### src/rtl/commit_rob.sv
// commit_rob: in-order commit reorder buffer with squash; COMMIT_ROB_BYPASS_EN enables direct head bypass
module commit_rob #(
  parameter int p_seq_num_bits = 5
) (
  input  logic                      clk,
  input  logic                      rst,
  input  logic                      complete_val,
  output logic                      complete_rdy,
  input  logic [p_seq_num_bits-1:0] complete_seq_num,
  input  logic [31:0]               complete_pc,
  input  logic [4:0]                complete_waddr,
  input  logic [31:0]               complete_wdata,
  input  logic                      complete_wen,
  output logic                      commit_val,
  output logic [p_seq_num_bits-1:0] commit_seq_num,
  output logic [31:0]               commit_pc,
  output logic [4:0]                commit_waddr,
  output logic [31:0]               commit_wdata,
  output logic                      commit_wen,
  input  logic                      squash_val,
  input  logic [p_seq_num_bits-1:0] squash_seq_num
);
  localparam int n = 2 ** p_seq_num_bits;
  typedef logic [p_seq_num_bits-1:0] seq_t;
  logic [n-1:0] valid, valid_nxt, kill, wen_mem;
  logic [31:0] pc_mem [n];
  logic [4:0] waddr_mem [n];
  logic [31:0] wdata_mem [n];
  seq_t head_ptr;
  logic fire, drop, wr, byp, head_hit, adv, store;
  function automatic logic younger(seq_t s, seq_t i, seq_t h);
    return seq_t'(i - h) > seq_t'(s - h);
  endfunction
  assign complete_rdy = !rst;
  assign fire = complete_val && complete_rdy;
  assign drop = squash_val && younger(squash_seq_num, complete_seq_num, head_ptr);
  assign wr = fire && !drop;
`ifdef COMMIT_ROB_BYPASS_EN
  assign byp = wr && complete_seq_num == head_ptr && !valid[head_ptr];
`else
  assign byp = 1'b0;
`endif
  assign head_hit = !byp && valid[head_ptr];
  assign adv = byp || head_hit;
  assign store = wr && !byp;
  for (genvar i = 0; i < n; i++) begin : g_kill
    assign kill[i] = squash_val && younger(squash_seq_num, seq_t'(i), head_ptr);
  end
  // head is never younger than the squasher, so its clear and the kill mask never conflict
  always_comb begin
    valid_nxt = valid & ~kill;
    if (head_hit) valid_nxt[head_ptr] = 1'b0;
    if (store) valid_nxt[complete_seq_num] = 1'b1;
  end
  always_ff @(posedge clk) begin
    if (rst) begin
      valid          <= '0;
      head_ptr       <= '0;
      commit_val     <= 1'b0;
      commit_seq_num <= '0;
      commit_pc      <= '0;
      commit_waddr   <= '0;
      commit_wdata   <= '0;
      commit_wen     <= 1'b0;
    end else begin
      valid      <= valid_nxt;
      commit_val <= adv;
      if (adv) begin
        head_ptr       <= head_ptr + 1'b1;
        commit_seq_num <= head_ptr;
        commit_pc      <= byp ? complete_pc : pc_mem[head_ptr];
        commit_waddr   <= byp ? complete_waddr : waddr_mem[head_ptr];
        commit_wdata   <= byp ? complete_wdata : wdata_mem[head_ptr];
        commit_wen     <= byp ? complete_wen : wen_mem[head_ptr];
      end
    end
  end
  always_ff @(posedge clk) begin
    if (store) begin
      pc_mem[complete_seq_num]    <= complete_pc;
      waddr_mem[complete_seq_num] <= complete_waddr;
      wdata_mem[complete_seq_num] <= complete_wdata;
      wen_mem[complete_seq_num]   <= complete_wen;
    end
  end
  a_no_dup_complete: assert property (@(posedge clk) disable iff (rst) !(wr && valid[complete_seq_num]));
endmodule

### config.mk
export PLATFORM = sky130hd
export DESIGN_NAME = commit_rob
export DESIGN_NICKNAME = d
export VERILOG_FILES = /design/src/rtl/commit_rob.sv
export SDC_FILE = /design/constraint.sdc
export NUM_CORES = 2
export LEC_CHECK = 0
export BUFFER_PORTS_ARGS = -buffer_cell sky130_fd_sc_hd__buf_4
export CAP_MARGIN = 0
export CORE_UTILIZATION = 48
export CTS_CLUSTER_SIZE = 16
export DETAILED_ROUTE_END_ITERATION = 10
export GPL_TIMING_DRIVEN = 1
export PLACE_DENSITY = 0.65
export SYNTH_ARGS = -nofsm -noshare
export SYNTH_HDL_FRONTEND = slang
export SYNTH_SLANG_ARGS = --single-unit
### constraint.sdc
create_clock -name clk -period 24.8 [get_ports clk]
set_clock_uncertainty 0.05 [all_clocks]
set_input_delay 6.2 -clock clk [delete_from_list [all_inputs] [get_ports clk]]
set_output_delay 6.2 -clock clk [all_outputs]
set_load 0.01 [all_outputs]
## Yosys cells after proc, flatten, opt, wreduce, memory -nomap -nowiden

Memories as Yosys holds them, arrays and structs flattened. A register that Yosys moved wholly into a read port is not among the register bits.
Cells that the tools add are included.

| storage, ports and cells | value |
|---|---|
| logic and storage cells | 138 |
| bits in registers | 76 |
| bits in writable memories | 2208 |
| memories | 3 |
| output and inout bits | 77 |
| bits of input ports | 84 |

Memories:

| name | depth | bits a word | rd ports | clocked after Yosys merged registers in | wr ports | RTL line | text |
|---|---|---|---|---|---|---|---|
| pc_mem | 32 | 32 | 1 | 1 | 1 | 26 | `logic [31:0] pc_mem [n];` |
| wdata_mem | 32 | 32 | 1 | 1 | 1 | 28 | `logic [31:0] wdata_mem [n];` |
| waddr_mem | 32 | 5 | 1 | 1 | 1 | 27 | `logic [4:0] waddr_mem [n];` |

| cells by class | value |
|---|---|
| add/subtract/negate cells | 35 |
| magnitude comparators | 37 |
| bitwise logic cells | 5 |
| muxes and demuxes | 13 |
| reduce and logical (&&, ||, !) cells | 39 |

Operators by type and width:

| cell | count |
|---|---|
| 5-bit > comparator | 33 |
| 5-bit subtractor, first input constant | 16 |
| 32-bit bitwise AND | 2 |
| 32-bit two-way mux | 2 |
| 32-bit NOT | 2 |
| 4-bit by 5-bit subtractor with 5-bit output, first input constant | 8 |
| 1-bit logical AND | 37 |
| 32-bit bitwise mux | 1 |
| 32-bit OR | 1 |
| 3-bit by 5-bit subtractor with 5-bit output, first input constant | 4 |
| 5-bit by 6-bit less-than comparator with 1-bit output, second input constant | 2 |
| 1-bit binary-select mux with 5-bit select | 2 |
| 1-bit demux with 5-bit select | 2 |
| 5-bit by 1-bit greater-or-equal comparator with 1-bit output, second input constant | 2 |
| 1-bit by 5-bit subtractor with 5-bit output, first input constant | 2 |
| 2-bit by 5-bit subtractor with 5-bit output, first input constant | 2 |
| 5-bit subtractor | 2 |
| 1-bit two-way mux | 6 |
| 5-bit by 1-bit adder with 5-bit output, second input constant | 1 |
| 1-bit logical NOT | 2 |

## Logic depth before layout (Yosys ltp)

| logic depth | value |
|---|---|
| depth in word-level cells | 9 |
| gate-level depth with buffers | 18 |
| gate-level depth less buffers | 14 |

## Worst setup path before layout

OpenSTA, ideal clock, no wires.

| timing path | value |
|---|---|
| path type | input -> register |
| from | input squash_seq_num[0] |
| to | memory pc_mem[1][0], enable pin |
| data required time | 24.166 ns |
| path slack | 10.544 ns |
| library setup time | 0.584 ns |
| cell stages on the path | 15 |
| arrival | 13.622 ns |
| buffers on the path | 2 |
| cell sequence | inv_1 -> ha_1 -> inv_1 -> fa_1 -> a21o_1 -> a21oi_1 -> xnor2_1 -> inv_1 -> clkbuf_1 -> ha_1 -> o211a_1 -> a311oi_1 -> a21oi_1 -> clkbuf_1 -> nor3_1 |

| on the way | value |
|---|---|
| word-level cells in the longest chain between the ends | 7 |

RTL lines:

| what | RTL line | text |
|---|---|---|
| start: declaration | 21 | `input logic [p_seq_num_bits-1:0] squash_seq_num` |
| 5-bit subtractor | 32 | `return seq_t'(i - h) > seq_t'(s - h);` |
| 5-bit > comparator | 32 |  |
| 1-bit logical AND | 36 | `assign drop = squash_val && younger(squash_seq_num, complete_seq_num, head_ptr);` |
| 1-bit logical NOT | 37 | `assign wr = fire && !drop;` |
| 1-bit logical AND | 37 |  |
| 1-bit two-way mux | 79 | `if (store) begin` |
| 1-bit two-way mux (implied by the code) | 80 | `pc_mem[complete_seq_num] <= complete_pc;` |
| end: declaration | 26 |  |

Every way passes these cells.

## Worst setup path after layout

| timing path | value |
|---|---|
| from | input rst |
| to | output complete_rdy |

| on the way | value |
|---|---|
| word-level cells in the longest chain between the ends | 1 |

RTL lines:

| what | RTL line | text |
|---|---|---|
| start: declaration | 6 | `input logic rst,` |
| 1-bit logical NOT | 34 | `assign complete_rdy = !rst;` |
| end: declaration | 8 | `output logic complete_rdy,` |

Every way passes these cells.

==> flow_summary.json <==
{
  "synth_edf_count": 2240,
  "h-tree-depth": 4,
  "first_pass_iters": 7,
  "p_leak_nw": 31.8,
  "peakVddDrop_uv": 68.9,
  "path_buf_inv": 3,
  "gp_congestion": 0.846,
  "period_needed_ns": 13.53,
  "syn_to_final_growth_pct": 13.0,
  "syn_inst": 4093,
  "switching_share_pct": 20.1,
  "dr_total_vias": 44000,
  "synthArstFlopShare_pct": 0,
  "cts_tree": "built",
  "power_frac_seq_pct": 54.8,
  "cp_cell_sequence": "buf_4, inv_4, buf_4",
  "dp_hpwl_um": 121000,
  "drive_gt1_share_pct": 29.7,
  "ant_nets": 0,
  "nets": 4507,
  "multiInputGateArea_sq_um": 20900,
  "drv_slew": 0,
  "core-area_sq_um": 188000,
  "met1Wirelength_um": 93100,
  "required_ns": 18.55,
  "end_kind": "output port",
  "worst_ep_arrival_time_ns": 7.28,
  "path_clk_slew_ns": 0.06,
  "p_sw_w": 0.00160,
  "tightest_slew_ns": 1.31,
  "track_usage_pct": 23.2,
  "yosys_warnings": 0,
  "met3_wirelength_um": 17800,
  "cp_max_fo": 56,
  "synth-seq-area-share_pct": 76.2,
  "holdWs_ns": 0.408,
  "via_per_inst": 6.23,
  "grt_pass1_vias": 44300,
  "cp-start-kind": "primary input",
  "fill_cells": 13800,
  "maxCapViolCount": 0,
  "clk_latency_ns": 0.86,
  "max_stage_delay_ns": 0.64,
  "critPathKind": "primary input to output port",
  "drc_errors": 0,
  "cts_hold_buf": 0,
  "cts_buffer_depth": 3,
  "fin_ws_ns": 11.27,
  "rsz0062_at_grt": "false",
  "cellInternalPower_w": 0.00637,
  "grt_max_degree": 146,
  "grt_pass1_wl_um": 319000,
  "synth.distinct_cells": 58,
  "setup_viol": 0,
  "cts_buffers": 225,
  "postRouteWirelength_um": 220000,
  "cts_setup_buffers": 0,
  "cts_sinks": 2353,
  "hold_class": "register to register",
  "syn_nets": 4246,
  "synth.cell_area_sq_um": 91300,
  "seqCellArea_sq_um": 69500,
  "die-area_sq_um": 192000,
  "initial_core_util_pct": 48.5,
  "pre_cts_ws_ns": 11.27,
  "fmax_ghz": 0.0739,
  "die_x_um": 438,
  "dp_cells": 6622,
  "stdcell_count": 7056,
  "wl_met2_um": 106000,
  "finalHoldViolCount": 0,
  "powerDensity_nw_per_um2": 77.2,
  "drtIter0Drc": 5397,
  "antenna_found_initial": 9,
  "crit_family": "buffers and inverters",
  "min_period_over_period_pct": 54.6,
  "p_clk_share_pct": 42.8,
  "post_cts_resized": 0,
  "synth_ff_type": "edfxtp_1",
  "avgSynthCellArea_sq_um": 22.3,
  "comb_power_share_pct": 2.3,
  "cpMostUsedCell": "buf_4",
  "ys_seq_elements": 2353,
  "fp.dieH_um": 438,
  "fin_tns_setup_ns": 0,
  "grt-ovfl-total": 0,
  "slew-limit-headroom_pct": 12.7,
  "port_buffers": 160,
  "top_layer": "met5",
  "status": "finished, final reports clean",
  "routedWlPerCell_um": 31.2,
  "critPathSlowestCell": "inv_4",
  "io_pins": 161,
  "ctsRootBufferMaster": "clkbuf_16",
  "rows": 159
}
[worst min-delay path, delay by kind of cell, from the launching register on]
kind | cells | cell delay, ns
flip-flops | 1 | 0.31
AND/OR/NAND/NOR | 1 | 0.05
AO/OA/AOI/OAI | 1 | 0.05
[metal layers]
layer,up-vias,track usage [%]
met5,-,0
met4,4,5.15
met3,290,4.26
met2,1862,36.1
met1,23900,34.3
li1,17900,-
[placed cells by master, fill, tap and decap left out, types with 49 or more instances in the layout]
cell type     n
clkinv_1     49
dfxtp_1     109
o21ai_0     101
ha_1         67
a31oi_1      78
nand2_1     194
mux4_2      708
edfxtp_1   2240
buf_4       264
clkbuf_16   230
[registers in the layout (all words and copies together) (netlist names), 5 cells and up]
signal          count
wen_mem            32
commit_waddr        5
head_ptr            5
commit_wdata       32
pc_mem           1024
commit_pc          32
waddr_mem         160
valid              32
wdata_mem        1024
commit_seq_num      5
[power by group through the flow]
stage / logic (W) / registers (W) / clock network (W)
2_1_floorplan: 0.0000766 / 0.00446 / 0
3_3_place_gp: 0.000182 / 0.00445 / 0
3_5_place_dp: 0.000187 / 0.00445 / 0
4_1_cts: 0.000187 / 0.00437 / 0.00346
5_1_grt: 0.000201 / 0.00437 / 0.00361
6_report: 0.000186 / 0.00437 / 0.00341
[cell families (layout without fill, tap and decap cells)]
kind of cell | Yosys count | in the layout | synth area share, %
flops | 2353 | 2353 | 76.2
mux | 715 | 715 | 17.6
simple gates | 325 | 325 | 1.56
compound gates | 312 | 312 | 2.18
buf+inv | 282 | 744 | 1.19
fa+ha+maj | 71 | 71 | 0.984
xor+xnor | 35 | 35 | 0.336
other cells | 0 | 6 | 0
[per-stage QoR]
stage / util, % / instance area (sq um) / total power, W
CTS: 54.8 / 103000 / 0.00802
global placement: 50.8 / 95800 / 0.00463
finish: 54.8 / 103000 / 0.00797
global route: 54.8 / 103000 / 0.00818
floorplan: - / 91300 / 0.00453
detailed placement: 50.8 / 95800 / 0.00464
[final timing paths]
| path | start | slack [ns] | depth (start not counted) | to |
|---|---|---|---|---|
| worst min-delay path | commit_seq_num[1]$_SDFFE_PP0P_ | 0.41 | 2 | commit_seq_num[1]$_SDFFE_PP0P_ |
| worst min register to register | commit_seq_num[1]$_SDFFE_PP0P_ | 0.41 | 2 | commit_seq_num[1]$_SDFFE_PP0P_ |
| worst max-delay path | rst | 11.27 | 3 | complete_rdy |
| worst max register to register | head_ptr[0]$_SDFFE_PP0P_ | 18.36 | 16 | pc_mem[20][30]$_DFFE_PP_ |
[area by class of cell]
class / instances / area share, %
diodes: 6 / 0.0146
clock buffers: 301 / 6.06
clock inverters: 127 / 1.12
inverters: 50 / 0.196
multi-input cells: 1458 / 20.2
flip-flops and latches: 2353 / 67.4
well taps: 2495 / 3.03
repair buffers: 266 / 1.96
[cell usage after synthesis, types with 2 or more instances]
library cell,n,share of area [%]
xor2_1,7,0.067
dfxtp_1,113,2.5
o2111ai_1,22,0.21
inv_1,46,0.19
nand3b_1,6,0.049
and2_1,7,0.048
o211ai_1,5,0.041
o32ai_1,3,0.029
maj3_1,2,0.022
nor3_1,35,0.19
nor3b_1,2,0.016
buf_6,2,0.025
a22oi_1,2,0.016
nor2b_1,6,0.041
buf_2,8,0.044
clkbuf_1,159,0.65
nand3_1,26,0.14
inv_2,4,0.016
a21o_1,10,0.082
nand4_1,6,0.041
edfxtp_1,2240,74
fa_1,2,0.044
o21ai_0,101,0.55
o31ai_1,28,0.23
mux4_1,2,0.058
a41oi_1,3,0.029
a21boi_0,12,0.099
mux2i_1,4,0.044
a221o_1,5,0.055
mux4_2,708,17
and3_1,2,0.014
a31oi_1,78,0.53
nand2b_1,5,0.034
ha_1,67,0.92
nand2_1,194,0.80
xnor2_1,28,0.27
or2_2,2,0.014
buf_1,63,0.26
o211a_1,3,0.033
a21oi_1,29,0.16
nor2_1,29,0.12
(Power assumes the default switching activity.)
